<file path="src/rtl/delay_writer.sv">
// Write side of the delay-line timestamp FIFO: synchronises pulse_in, detects its rising edge
// and pushes count + delay into the FIFO, with drop accounting and an input hold-off window.
module delay_writer #(
  parameter int unsigned WIDTH       = 8,
  parameter int unsigned SYNC_STAGES = 2,
  parameter int unsigned HOLDOFF     = 4,
  parameter int unsigned DROP_WIDTH  = 8
) (
  input  logic                  clk,
  input  logic                  rst_n,
  input  logic                  pulse_in,
  input  logic [WIDTH-1:0]      count,
  input  logic [WIDTH-1:0]      delay,
  input  logic                  full,
  output logic                  wr_en,
  output logic [WIDTH-1:0]      data_out,
  output logic                  overflow,
  output logic [DROP_WIDTH-1:0] drop_count,
  input  logic                  clear_overflow
);

  localparam logic [1:0] IDLE  = 2'd0;
  localparam logic [1:0] WRITE = 2'd1;
  localparam logic [1:0] HOLD  = 2'd2;

  localparam int unsigned HOLD_W = (HOLDOFF > 1) ? $clog2(HOLDOFF) : 1;
  localparam logic [HOLD_W-1:0] HOLD_LOAD = HOLD_W'((HOLDOFF > 0) ? HOLDOFF - 1 : 0);

  logic [SYNC_STAGES-1:0] sync_q;
  logic                   hist_q;
  logic                   rise_q;
  logic [1:0]             state_q, state_d;
  logic [HOLD_W-1:0]      hold_q, hold_d;
  logic [WIDTH-1:0]       data_q, data_d;
  logic                   ovf_q, ovf_d;
  logic [DROP_WIDTH-1:0]  drop_q, drop_d;
  logic                   drop_evt;

  always_comb begin
    state_d  = state_q;
    hold_d   = hold_q;
    data_d   = data_q;
    drop_evt = 1'b0;
    unique case (state_q)
      IDLE: begin
        if (rise_q) begin
          if (!full) begin
            data_d  = count + delay;
            state_d = WRITE;
          end else begin
            drop_evt = 1'b1;
            if (HOLDOFF != 0) begin
              state_d = HOLD;
              hold_d  = HOLD_LOAD;
            end
          end
        end
      end
      WRITE: begin
        if (HOLDOFF != 0) begin
          state_d = HOLD;
          hold_d  = HOLD_LOAD;
        end else begin
          state_d = IDLE;
        end
      end
      HOLD: begin
        if (hold_q == '0) begin
          state_d = IDLE;
        end else begin
          hold_d = hold_q - 1'b1;
        end
      end
      default: state_d = IDLE;
    endcase
  end

  // A drop in the same cycle as a clear takes precedence and restarts the count at one.
  always_comb begin
    ovf_d  = ovf_q;
    drop_d = drop_q;
    if (drop_evt) begin
      ovf_d = 1'b1;
      if (clear_overflow) begin
        drop_d = {{(DROP_WIDTH-1){1'b0}}, 1'b1};
      end else if (drop_q != '1) begin
        drop_d = drop_q + 1'b1;
      end
    end else if (clear_overflow) begin
      ovf_d  = 1'b0;
      drop_d = '0;
    end
  end

  // The edge pulse is registered, so an event is acted on SYNC_STAGES + 1 edges after capture.
  always_ff @(posedge clk) begin
    if (!rst_n) begin
      sync_q  <= '0;
      hist_q  <= 1'b0;
      rise_q  <= 1'b0;
      state_q <= IDLE;
      hold_q  <= '0;
      data_q  <= '0;
      ovf_q   <= 1'b0;
      drop_q  <= '0;
    end else begin
      sync_q  <= {sync_q[SYNC_STAGES-2:0], pulse_in};
      hist_q  <= sync_q[SYNC_STAGES-1];
      rise_q  <= sync_q[SYNC_STAGES-1] & ~hist_q;
      state_q <= state_d;
      hold_q  <= hold_d;
      data_q  <= data_d;
      ovf_q   <= ovf_d;
      drop_q  <= drop_d;
    end
  end

  assign wr_en      = (state_q == WRITE);
  assign data_out   = data_q;
  assign overflow   = ovf_q;
  assign drop_count = drop_q;

endmodule
</file>
<file path="config.mk">
export PLATFORM = sky130hd
export DESIGN_NAME = delay_writer
export DESIGN_NICKNAME = d
export VERILOG_FILES = /design/src/rtl/delay_writer.sv
export SDC_FILE = /design/constraint.sdc
export NUM_CORES = 1
export LEC_CHECK = 0
export BUFFER_PORTS_ARGS = -buffer_cell sky130_fd_sc_hd__buf_4
export CORE_MARGIN = 4
export CORE_UTILIZATION = 47
export CTS_BUF_LIST = sky130_fd_sc_hd__clkbuf_8
export CTS_CLUSTER_DIAMETER = 60
export DETAILED_ROUTE_END_ITERATION = 8
export PLACE_DENSITY = 0.73
export SLEW_MARGIN = 0
export SYNTH_ARGS = -nofsm -noshare
export SYNTH_HDL_FRONTEND = slang
export SYNTH_SLANG_ARGS = --single-unit
</file>
<file path="constraint.sdc">
create_clock -name clk -period 2.4 [get_ports clk]
set_clock_uncertainty 0.2 [all_clocks]
set_input_delay 0.36 -clock clk [delete_from_list [all_inputs] [get_ports clk]]
set_output_delay 0.36 -clock clk [all_outputs]
set_load 0.05 [all_outputs]
</file>
### Word level (Yosys, flattened, before mapping)

Cells that the tools add are included.

* add/subtract/negate cells: 3
* eq/ne operators: 7
* multiplexer cells: 17
* bitwise gates (word level): 3
* reductions and logical operators: 9

Operators by type and width (number)
* $mux W8: 4
* $mux W2: 6
* $pmux W2 S3: 2
* $add A8 B1 Y8 const B: 1
* $add A8 B8 Y8: 1
* $ne A2 B2 Y1 const B: 4
* $ne A8 B8 Y1 const B: 1
* $mux W1: 5
* $logic_not A2 Y1: 2
* $reduce_and A2 Y1: 2
* $reduce_and A4 Y1: 1
* $reduce_bool A2 Y1: 2
* $reduce_and A3 Y1: 1
* $reduce_bool A3 Y1: 1
* $eq A2 B1 Y1 const B: 1
* $eq A2 B2 Y1 const B: 1
* $not A1 Y1: 2
* $sub A2 B1 Y2 const B: 1
* $and A1 B1 Y1: 1

* bits in registers: 25
* input port bits: 21
* output and inout bits: 18
* logic and storage cells: 47

### Longest topological paths before layout

* word-level depth: 5
* gate-level depth with buffers: 7
* depth with buffers taken out: 7

### Worst setup path before layout

OpenSTA, ideal clock, no wires.

* path kind: register -> register
* start point: register drop_q[1], in the netlist drop_count[1]
* end point: register drop_q[0], in the netlist drop_count[0]
* library setup time: 115 ps
* arrival: 1592 ps
* required time: 2085 ps
* path slack: 493 ps
* cell stages (with the launch flop): 6
* path buffers: 0
* clock period less this slack: 1907 ps
* cell sequence: dfxtp_1 > ha_1 > nand3_1 > nor2_1 > o21ai_0 > a31o_1

* longest elaborated chain between the ends: 3

Ends and longest elaborated chain
* from (decl): RTL line 36 `logic [DROP_WIDTH-1:0] drop_q, drop_d;`
* from (signal assigned): RTL line 114 `drop_q <= drop_d;`
* $ne A8 B8 Y1: RTL line 86 `end else if (drop_q != '1) begin`
* $reduce_bool A2 Y1 (no line)
* $reduce_and A2 Y1 (no line)

Every way passes these cells.
A chain may end at the register's enable or synchronous reset.

### Worst setup path after layout

* start point: register state_q[1]
* end point: register data_q[6], in the netlist data_out[6]

* longest elaborated chain between the ends: 2

Ends and longest elaborated chain
* from (decl): RTL line 32 `logic [1:0] state_q, state_d;`
* from (signal assigned): RTL line 110 `state_q <= state_d;`
* $logic_not A2 Y1: RTL line 44 `unique case (state_q)`
* $reduce_and A3 Y1 (no line)
* to (signal assigned): RTL line 112 `data_q <= data_d;`
* to (decl): RTL line 34 `logic [WIDTH-1:0] data_q, data_d;`

Every way passes these cells.

==> impl_metrics.ini <==
[worst_setup_path]
path_class = register to register
rr_worst_depth = 4
path_cells = or4b_1 > nor3_1 > o311ai_1 > o311ai_1
worst_path_most_repeated_cell = o311ai_1
max_stage_delay_ns = 0.75
cp-start-kind = register
end_kind = register
cp.required_ns = 2.37
path_max_fanout = 11
critPathArrivalTime_ns = 1.85
slowest_stage = or4b_1

[timing]
finalSetupTns_ns = 0
fin_crit_sh_pct = 78.1
finalHoldViolCount = 0
fmax_mhz = 533
worst_slack_ns = 0.525
rsz0062_at_grt = false
slew_viol_final = 0
fin_crit_ns = 1.87
worst_pin_slew_ns = 0.395
slew_headroom_pct = 73.6
setup_violations = 0

[placement]
dp.cells = 218
dp_hpwl_mm = 2.38
port_buffers = 38
dp_slack_ns = 0.376
routabilityCongestion = 0.805

[synth]
synth_fp_nets = 183
synth_seq_cells = 25
ys_types = 43
syn_area_per_cell_sq_um = 8.67
synth_top_area_share_pct = 38.0
synth_edf_count = 0
synth.top_cells.by_area = dfxtp_1 (38%), ha_1 (8.5%), a21oi_1 (5.7%)
synth.cell_area_sq_mm = 0.00132
async_flop_share_pct = 0
synthTopCellsByCount = dfxtp_1 (25), a21oi_1 (15), nand2_1 (12)
ys.flop_type = dfxtp_1
netlist_instances = 152
synth.most_common_cell = dfxtp_1
yosys_warnings = 0
synth_largest_area_cell = dfxtp_1
yosysSeqAreaShare_pct = 38.0

[floorplan]
core.rowCount = 18
die_h_microns = 60.9
coreArea_sq_mm = 0.00257
die_w_microns = 60.9
start_util_pct = 51.3
die_area_sq_mm = 0.00371
io_pins = 39

[route]
vias_per_cell = 5.76
route.detailed.drc = 0
wl_per_cell_microns = 13.5
drt-total-wl_mm = 2.99
drtIter0Drc = 58
dr.pass1.iters = 4
ant_nets = 0
num_vias = 1279

[status]
status = complete, no violations

[pwr]
power.density_mw_per_mm2 = 478
p_leak_uw = 0.000720
vdd_drop_max_uv = 404

[cts]
tritoncts = yes
clkSinkCount = 25
clk_pin_slew_ns = 0.09
cts_resized = 0
clockBufferDepth = 2
root_buffer = clkbuf_8
cts_max_level = 1
cts_hold_buffers = 0
cts_setup_buffers = 0
clk_latency_ns = 0.27
numCtsBuffers = 3

[layout]
n_antenna_cell = 0
synthToLayoutAreaGrowth_pct = 27.8
nets = 224
fin_cells = 222
drive_gt1_share_pct = 24.5

[grt]
grt_max_degree = 16
grt_usage_pct = 18.3
grt_pass1_wl_mm = 5.26
antenna_found_initial = 0
grt_pass1_vias = 1249
grt_overflow_total = 0

[hold_path]
hold-path-cell-count = 2
hold_path_class = input port to register

[job]
drv_cap = 0
state kept, by name (all words and copies together) (netlist names):
signal / flops
hold_q: 2
hist_q: 1
data_out: 8
state_q: 2
sync_q: 2
overflow: 1
rise_q: 1
drop_count: 8
routing by layer:
layer	vias to the layer above	routed length [microns]	track usage (%)
li1	636	-	-
met1	598	1280	21.3
met2	41	1520	34.0
met3	4	165	2.98
met4	0	25	5.57
met5	-	0	0
final cells by class:
| cell class | instances | area, sq um |
|---|---|---|
| Fill cell | 225 | 883 |
| Multi-Input combinational cell | 114 | 763 |
| Sequential cell | 25 | 500 |
| Timing Repair Buffer | 40 | 300 |
| Clock buffer | 3 | 41.3 |
| Tap cell | 30 | 37.5 |
| Inverter | 9 | 33.8 |
| Clock inverter | 1 | 7.51 |
power by group:
group	internal (uW)	switching, uW
logic	58.1	66.6
clock network	118	137
registers	421	4.12
per-stage QoR:
step	power (uW)	cell area [sq um]	util (%)	hold slack, ns
after detailed placement	559	1640	63.7	0.194
after global placement	555	1640	63.7	0.176
after floorplan	511	1320	-	0.167
after global routing	842	1680	65.6	0.109
after CTS	811	1680	65.6	0.0932
final	804	1680	65.6	0.0921
path summary, 6_finish.rpt:
| kind | start | end | slack (ns) |
|---|---|---|---|
| worst max-delay path | state_q[1]$_SDFFE_PN0P_ | data_out[6]$_SDFFE_PN0P_ | 0.53 |
| worst min-delay path | pulse_in | sync_q[0]$_SDFF_PN0_ | 0.09 |
| worst min register to register | hist_q$_SDFF_PN0_ | rise_q$_SDFF_PN0_ | 0.20 |
| worst max register to register | state_q[1]$_SDFFE_PN0P_ | data_out[6]$_SDFFE_PN0P_ | 0.53 |
layout by cell type, fill, tap and decap left out, drive strengths merged, types with 2 or more instances in the layout:
cell type	Yosys	final
buf	2	40
dfxtp	25	25
a21oi	15	15
nand2	12	12
nor2	11	11
o21ai	10	10
inv	9	9
ha	9	9
nand3	6	6
and2	5	5
nor3	5	5
nor2b	3	3
and3	3	3
a211oi	3	3
o311ai	3	3
clkbuf	2	3
nor4bb	2	2
a31o	2	2
xnor2	2	2
o21a	2	2
nand4	2	2
or2	2	2
kinds of logic (layout without fill, tap and decap cells):
logic type                 after synthesis  in the layout  share of synthesized area (%)
and+or+nand+nor                         59             59                           25.6
AOI/OAI and AO/OA                       41             41                           19.5
DFF                                     25             25                           38.0
buffers and inverters                   13             53                           4.08
adders and majority gates               10             10                           10.1
xor gates and xnor gates                 3              3                           1.99
muxes                                    1              1                          0.760
worst max-delay path: cells and delay by family, from the launching register on:
family           cells  cell delay (ns)
AO/OA/AOI/OAI        2             0.22
flip-flops           1             0.38
AND/OR/NAND/NOR      2             0.96
(Power assumes the default switching activity.)
